**src/rtl/rv32i_pkg.sv**
```systemverilog
// rv32i_pkg: shared backend types for the RV32I integer pipeline.
// Holds the ALU opcode enum and the backend tag/ROB sizing constants.
// Imported by rv32i_alu_pipe and rv32i_alu_stage.
package rv32i_pkg;

  localparam int PHYS_REG_FILE_IDX_BW = 6;
  localparam int ROB_DEPTH            = 32;
  localparam int ALU_OP_BW            = 4;

  typedef enum logic [ALU_OP_BW-1:0] {
    ADD  = 4'd0,
    SUB  = 4'd1,
    SLT  = 4'd2,
    SLTU = 4'd3,
    AND  = 4'd4,
    OR   = 4'd5,
    XOR  = 4'd6,
    SLL  = 4'd7,
    SRL  = 4'd8,
    SRA  = 4'd9
  } alu_op_e;

endpackage

```
**src/rtl/rv32i_alu_stage.sv**
```systemverilog
// rv32i_alu_stage: one elastic register slice carrying a W-bit payload.
// Latency: 1 cycle from load to dn_vld.
// Backpressure: loads whenever empty or downstream ready; flush clears valid, keeps payload.
module rv32i_alu_stage
  import rv32i_pkg::*;
#(
  parameter int W = 8
) (
  input  logic         clk,
  input  logic         rstn,
  input  logic         flush,
  input  logic         up_vld,
  input  logic [W-1:0] up_dat,
  input  logic         dn_rdy,
  output logic         dn_vld,
  output logic [W-1:0] dn_dat
);

  logic ld;

  assign ld = ~dn_vld | dn_rdy;

  // Valid follows upstream on load; payload only captures real ops so bubbles do not disturb it.
  always_ff @(posedge clk) begin
    if (!rstn) begin
      dn_vld <= 1'b0;
      dn_dat <= '0;
    end else if (flush) begin
      dn_vld <= 1'b0;
    end else if (ld) begin
      dn_vld <= up_vld;
      if (up_vld) dn_dat <= up_dat;
    end
  end

endmodule

```
**src/rtl/rv32i_alu_pipe.sv**
```systemverilog
// rv32i_alu_pipe: pipelined RV32I register/immediate ALU with tag and ROB index passthrough.
// Latency: PIPE_STAGES register stages; result visible PIPE_STAGES-1 edges after the accepting edge.
// Backpressure: per-stage valid/ready, bubbles compress, i_flush squashes all in-flight ops.
// Option: define RV32I_ALU_OVERFLOW_EN to compute and carry signed overflow for ADD/SUB.
module rv32i_alu_pipe
  import rv32i_pkg::*;
#(
  parameter int XLEN        = 32,
  parameter int PIPE_STAGES = 1,
  parameter int TAG_BW      = PHYS_REG_FILE_IDX_BW,
  parameter int ROB_IDX_BW  = $clog2(ROB_DEPTH)
) (
  input  logic                  clk,
  input  logic                  rstn,
  input  logic                  i_flush,
  input  logic                  i_vld,
  output logic                  o_rdy,
  input  logic [ALU_OP_BW-1:0]  i_op,
  input  logic [XLEN-1:0]       i_a,
  input  logic [XLEN-1:0]       i_b,
  input  logic [TAG_BW-1:0]     i_dst_phys_rf_tag,
  input  logic [ROB_IDX_BW-1:0] i_rob_entry_idx,
  output logic                  o_vld,
  input  logic                  i_rdy,
  output logic [XLEN-1:0]       o_result,
  output logic [TAG_BW-1:0]     o_dst_phys_rf_tag,
  output logic [ROB_IDX_BW-1:0] o_rob_entry_idx,
  output logic                  o_overflow
);

  localparam int SHW = $clog2(XLEN);
`ifdef RV32I_ALU_OVERFLOW_EN
  localparam int SUM_W = XLEN + 1;
`else
  localparam int SUM_W = XLEN;
`endif

  typedef struct packed {
    logic [XLEN-1:0]       result;
`ifdef RV32I_ALU_OVERFLOW_EN
    logic                  ovf;
`endif
    logic [TAG_BW-1:0]     tag;
    logic [ROB_IDX_BW-1:0] rob;
  } pay_t;

  alu_op_e          op;
  logic [SHW-1:0]   shamt;
  logic [SUM_W-1:0] a_ext;
  logic [SUM_W-1:0] b_ext;
  logic [SUM_W-1:0] sum;
  logic [XLEN-1:0]  res;
  pay_t             in_pay;

  logic [PIPE_STAGES:0] vld;
  logic [PIPE_STAGES:0] rdy;
  logic                 all_vld;
  pay_t                 dat [PIPE_STAGES+1];

  assign op = alu_op_e'(i_op);

  // Single-cycle ALU ahead of stage 0; the sum is sign-extended by one bit when overflow is tracked.
  always_comb begin
    shamt = i_b[SHW-1:0];
    a_ext = SUM_W'($signed(i_a));
    b_ext = SUM_W'($signed(i_b));
    sum   = a_ext + ((op == SUB) ? (~b_ext + SUM_W'(1)) : b_ext);
    case (op)
      ADD, SUB: res = sum[XLEN-1:0];
      SLT:      res = {{(XLEN-1){1'b0}}, ($signed(i_a) < $signed(i_b))};
      SLTU:     res = {{(XLEN-1){1'b0}}, (i_a < i_b)};
      AND:      res = i_a & i_b;
      OR:       res = i_a | i_b;
      XOR:      res = i_a ^ i_b;
      SLL:      res = i_a << shamt;
      SRL:      res = i_a >> shamt;
      SRA:      res = $signed(i_a) >>> shamt;
      default:  res = '0;
    endcase
  end

  // Pack the stage-0 payload; overflow only exists for ADD/SUB.
  always_comb begin
    in_pay.result = res;
`ifdef RV32I_ALU_OVERFLOW_EN
    in_pay.ovf    = ((op == ADD) || (op == SUB)) & (sum[XLEN] ^ sum[XLEN-1]);
`endif
    in_pay.tag    = i_dst_phys_rf_tag;
    in_pay.rob    = i_rob_entry_idx;
  end

  assign vld[0] = i_vld;
  assign dat[0] = in_pay;

  // Ready for stage k is high unless every stage from k to the output is full and i_rdy is low.
  always_comb begin
    rdy              = '0;
    all_vld          = 1'b1;
    rdy[PIPE_STAGES] = i_rdy;
    for (int j = PIPE_STAGES - 1; j >= 0; j--) begin
      all_vld = all_vld & vld[j+1];
      rdy[j]  = ~all_vld | i_rdy;
    end
  end

  assign o_rdy = rdy[0];

  genvar k;
  for (k = 0; k < PIPE_STAGES; k++) begin : g_stage
    rv32i_alu_stage #(.W($bits(pay_t))) u_stage (
      .clk    (clk),
      .rstn   (rstn),
      .flush  (i_flush),
      .up_vld (vld[k]),
      .up_dat (dat[k]),
      .dn_rdy (rdy[k+1]),
      .dn_vld (vld[k+1]),
      .dn_dat (dat[k+1])
    );
  end

  assign o_vld             = vld[PIPE_STAGES];
  assign o_result          = dat[PIPE_STAGES].result;
  assign o_dst_phys_rf_tag = dat[PIPE_STAGES].tag;
  assign o_rob_entry_idx   = dat[PIPE_STAGES].rob;
`ifdef RV32I_ALU_OVERFLOW_EN
  assign o_overflow        = dat[PIPE_STAGES].ovf;
`else
  assign o_overflow        = 1'b0;
`endif

endmodule

```
**config.mk**
```make
export PLATFORM = sky130hd
export DESIGN_NAME = rv32i_alu_pipe
export DESIGN_NICKNAME = d
export VERILOG_FILES = /design/src/rtl/rv32i_pkg.sv /design/src/rtl/rv32i_alu_stage.sv /design/src/rtl/rv32i_alu_pipe.sv
export SDC_FILE = /design/constraint.sdc
export NUM_CORES = 1
export LEC_CHECK = 0
export ABC_AREA = 1
export BUFFER_PORTS_ARGS = -buffer_cell sky130_fd_sc_hd__buf_2
export CORE_MARGIN = 5
export CORE_UTILIZATION = 40
export CTS_CLUSTER_DIAMETER = 120
export DETAILED_ROUTE_END_ITERATION = 10
export REMOVE_ABC_BUFFERS = 1
export SETUP_SLACK_MARGIN = 0.1
export SYNTH_ARGS = -nofsm -noshare
export SYNTH_HDL_FRONTEND = slang
export SYNTH_SLANG_ARGS = --single-unit
export TNS_END_PERCENT = 30
```
**constraint.sdc**
```tcl
create_clock -name clk -period 4.3 [get_ports clk]
set_input_delay 0.215 -clock clk [delete_from_list [all_inputs] [get_ports clk]]
set_output_delay 0.215 -clock clk [all_outputs]
set_load 0.005 [all_outputs]
```
[Word-level counts from Yosys, hierarchy flattened]
Index checks and enable logic that the tools add are counted.
Storage, ports and cells
  word-level logic and storage cells: 32
  input port bits: 84
  register bits: 44
  output and inout bits: 46
Operators by class
  add/subtract/negate cells: 2
  reductions and logical operators: 4
  shift operators: 3
  multiplexer cells: 2
  equal/unequal tests: 9
  bitwise operators: 8
  $lt $le $gt $ge: 2
Operators by type and width (number)
  $pmux W32 S9: 1
  $lt A32 B32 Y1: 2
  $add A32 B1 Y32 const B: 1
  $add A32 B32 Y32: 1
  $and A32 B32 Y32: 1
  $mux W32: 1
  $not A32 Y32: 1
  $or A32 B32 Y32: 1
  $shl A32 B5 Y32: 1
  $shr A32 B5 Y32: 1
  $sshr A32 B5 Y32: 1
  $xor A32 B32 Y32: 1
  $eq A4 B3 Y1 const B: 4
  $eq A4 B2 Y1 const B: 2
  $eq A4 B4 Y1 const B: 2
  $eq A4 B1 Y1 const B: 1
  $logic_not A4 Y1: 1
  $reduce_or A2 Y1: 2
  $not A1 Y1: 3
  $reduce_and A3 Y1: 1
  $or A1 B1 Y1: 1

[Depth between registers and ports, before layout]
  depth in word-level cells: 5
  gate-level depth with buffers: 28
  mapped depth without buffers: 26

[By module]
A second synthesis with hierarchy kept.
Unflattened totals
  cells, all modules: 2080
  area, all modules: 11680.0 sq um
By module, submodules not included
  rv32i_alu_pipe: area each 9715.6 sq um, seq. area each 0.0 sq um, instances 1, cells an instance 1791
  rv32i_alu_stage: area each 1964.4 sq um, seq. area each 880.8 sq um, instances 1, cells an instance 289

[Worst setup path after synthesis]
OpenSTA, ideal clock, no wires.
  kind: input-to-reg
  start point: input port i_b[1]
  end point: register g_stage[0].u_stage.dn_dat[39]
  arrival time: 2.937 ns
  library setup time: 0.132 ns
  stages: 24
  slack: 1.230 ns
  buffers on the path: 2
  data required time: 4.168 ns
  cell sequence: inv_2 > buf_4 > buf_2 > ha_1 > nand3_1 > nor2_1 > nand3_1 > o21ai_0 > o21a_1 > o21ai_1 > xor2_1 > ha_1 > nand2_1 > nor2_1 > inv_1 > nor2_1 > and2_1 > nand2_1 > nand2_1 > nand2_1 > nand3_1 > nand3_1 > nand2_1 > a21oi_1
Between the ends
  longest elaborated chain between the ends: 5
  elaborated cells on any way between the ends: 8
Ends and longest elaborated chain
  start, declared: RTL line rv32i_alu_pipe.sv:20  | input logic [XLEN-1:0] i_b,
  $not A32 Y32: RTL line rv32i_alu_pipe.sv:67  | sum = a_ext + ((op == SUB) ? (~b_ext + SUM_W'(1)) : b_ext);
  $add A32 B1 Y32: RTL line rv32i_alu_pipe.sv:67
  $mux W32: RTL line rv32i_alu_pipe.sv:67
  $add A32 B32 Y32: RTL line rv32i_alu_pipe.sv:67
  $pmux W32 S9 (*): RTL line rv32i_alu_pipe.sv:68  | case (op)
  end signal, assigned: RTL line rv32i_alu_stage.sv:32  | if (up_vld) dn_dat <= up_dat;
  end, declared: RTL line rv32i_alu_stage.sv:16  | output logic [W-1:0] dn_dat
Every way passes the cells marked *; elsewhere a longest branch is shown, timed or not.
A chain may end at the register's enable or synchronous reset.

[Final worst setup path]
  start point: input port i_b[0]
  end point: register g_stage[0].u_stage.dn_dat[36]
Same word-level chain as after synthesis.

==> flow_summary.toml <==
[placement]
port_buffers = 128
place_congestion = 1.07
dp_hpwl_um = 41500

[clock_tree]
postCtsResizedCells = 0
path_clk_slew_ns = 0.07
post_cts_buffers = 0
clock-root-buffer = "clkbuf_16"
postCtsHoldBufs = 0
cts_tree = "done"
worstSkewPairLatency_ns = 0.29
clock_sinks = 44
h-tree-depth = 2
numCtsBuffers = 5
clockBufferDepth = 2

[logic_synthesis]
syn_area_um2 = 10900
synth_xor_area_share_pct = 2.58
synth_edf_count = 0
yosys_warnings = 0
synth_fa_ha_area_share_pct = 16.0
syn_avg_cell_area_um2 = 5.43
synth-compound-area-share_pct = 13.2
synth_top_cell_by_area = "nand2_1"
synthTopCellsByArea = "nand2_1, ha_1, nand3_1"
yosys_register_bits = 44
yosys.area_share.simple_pct = 47.8
seq_area_frac_synth_pct = 8.12
synth_top_family_by_area = "simple AND/OR/NAND/NOR gates"
synthCells = 1999
async_flop_share_pct = 0
synth_ff_type = "dfxtp_1"
synthMuxAreaShare_pct = 0
yosysUniqueCellTypes = 52
synth_top_area_share_pct = 23.4

[pwr]
worst_ir_drop_vdd_mv = 0.155
p_seq_share_pct = 19.8
swShare_pct = 50.1
p_int_mw = 1.10
powerDensity_nw_per_um2 = 187
combPwrFrac_pct = 59.5
power_switching_mw = 1.11
pwr-share-clk_pct = 20.7
total_power_mw = 2.21
leakage_nw = 6.52

[global_route]
grtUsageTotal_pct = 31.4
antenna_found_initial = 2
grt_max_degree = 63
grt_pass1_wl_um = 75800
grt_overflow = 0
grt_pass1_vias = 13100

[route]
vias = 13800
post-route-drc-count = 0
wl_um = 50000
wire_per_inst_um = 20.7
ant_nets = 0
dr.first_iter.drc_count = 1679
drt_pass1_iterations = 8
routed_via_density = 5.71

[critical_path]
start_kind = "input port"
critical-path-top-delay-family = "simple AND/OR/NAND/NOR gates"
cp_cell_sequence = "buf_2 > inv_4 > ha_1 > nand3_1 > nor2_1 > nand2_1 > nor3b_2 > nand3_1 > nand2_1 > xor2_1 > ha_1 > nand2_1 > inv_1 > nand3_1 > nor2_1 > and2_1 > nand2_1 > nand3_1 > nand2_1 > nand3_1 > nand3_1 > nand2_1 > a21oi_1"
cp_num_cells = 23
worstPathArrival_ns = 3.75
required_ns = 4.43
cp_max_fo = 14
path_class = "input port to register"
cp_slowest_cell = "xor2_1"
endpoint_kind = "register"
rr_worst_depth = 8
slowest_delay_ns = 0.30
critPathBufInv = 3

[floorplan]
die_w_um = 175
dieArea_um2 = 30500
io_pins = 130
rows = 60
core_area_um2 = 26800
dieHeight_um = 175
start_util_pct = 40.5

[sta]
final_hold_viol_count = 0
rsz0062_at_grt = "no"
fin_skew_ns = 0.00805
min_period_over_period_pct = 84.1
max_freq_ghz = 0.277
tightest_slew_ns = 1.19
slew_headroom_pct = 20.8
slew_viol_final = 0
fin_tns_setup_ns = 0
setup_viol = 0
fin_crit_ns = 3.61

[worst_hold_path]
min-delay-path-class = "input port to register"
hold_depth = 2

[layout]
seqCellArea_um2 = 881
multiInputGateArea_um2 = 8640
drive_gt1_share_pct = 9.62
syn2layout_area_growth_pct = 9.03
nNetsFinal = 2299
n_fill_cell = 3067

[status]
status = "completed"

[job]
maxCapViolCount = 0
[power by group through the flow]
stage | combinational, mW | sequential, mW | clock, mW
2_1_floorplan | 0.783 | 0.447 | 0
3_3_place_gp | 1.28 | 0.446 | 0
3_5_place_dp | 1.28 | 0.447 | 0
4_1_cts | 1.29 | 0.437 | 0.459
5_1_grt | 1.45 | 0.440 | 0.485
6_report | 1.31 | 0.437 | 0.456
[per-layer routing]
layer	track usage (%)	routed length, um	vias up
met2	51.1	22500	631
li1	-	-	6657
met3	3.16	3760	118
met4	11.5	2080	2
met1	43.1	21600	6421
met5	0	16	-
[cell families after synthesis]
logic type	after synthesis
xor gates and xnor gates	32
DFF	44
buffers and inverters	319
other	1
and+or+nand+nor	1211
AOI/OAI and AO/OA	254
adders and majority gates	138
[sequential cells by signal, indices dropped and copies added (netlist names)]
signal and count:
g_stage.u_stage.dn_dat 43, g_stage.u_stage.dn_vld 1
[cells in the mapped netlist, types with 5 or more instances]
library cell  instances
nand2_1             677
nand3_1             325
inv_1               224
ha_1                137
nor2_1              132
a21oi_1             119
o21ai_0              52
dfxtp_1              44
buf_2                34
xor2_1               30
o21ai_1              25
clkbuf_1             17
nand4_1              17
buf_4                15
inv_2                13
and2_1               11
o2111ai_1            10
nor3_1                9
o211ai_1              9
buf_1                 8
nand3b_1              7
nor2_2                7
o21bai_1              7
o22ai_1               7
or2_2                 7
a31oi_1               5
buf_6                 5
nand2_2               5
o221ai_1              5
[final timing paths]
kind	from	end	slack [ns]
worst max-delay path	i_b[0]	g_stage[0].u_stage.dn_dat[36]	0.69
worst min-delay path	i_flush	g_stage[0].u_stage.dn_vld	0.13
worst max register to register	g_stage[0].u_stage.dn_vld	g_stage[0].u_stage.dn_dat[24]	2.51
worst min register to register	g_stage[0].u_stage.dn_dat[26]	g_stage[0].u_stage.dn_dat[26]	0.46
[final cells by class]
| cell class | count | area share (%) |
|---|---|---|
| Timing Repair Buffer | 150 | 6.81 |
| Inverter | 240 | 7.64 |
| Antenna cell | 1 | 0.0212 |
| Multi-Input combinational cell | 1636 | 73.0 |
| Clock inverter | 3 | 0.391 |
| Tap cell | 341 | 3.61 |
| Clock buffer | 5 | 1.06 |
| Sequential cell | 44 | 7.45 |
[metrics by stage]
stage / hold slack, ns / instance area (um2) / worst slack [ns] / utilization [%] / cells
floorplan: 0.293 / 10400 / 0.925 / - / 1920
global placement: 0.431 / 11700 / 0.435 / 43.5 / 2411
detailed placement: 0.440 / 11700 / 0.404 / 43.5 / 2411
CTS: 0.126 / 11800 / 0.706 / 44.1 / 2419
global route: 0.134 / 11800 / 0.372 / 44.1 / 2420
finish: 0.126 / 11800 / 0.685 / 44.1 / 2420
[cells in the final DEF (no fill, tap or decap), types with 9 or more instances in the layout]
master     count
nand4_1       17
nor3_1         9
o21ai_0       52
o2111ai_1     10
ha_1         137
a21oi_1      119
o21ai_1       25
nand2_1      677
inv_2         13
buf_2        128
and2_1        11
inv_1        224
dfxtp_1       44
o211ai_1       9
xor2_1        30
nand3_1      325
nor2_1       132
buf_4         22
Power figures use the tool's default switching activity.
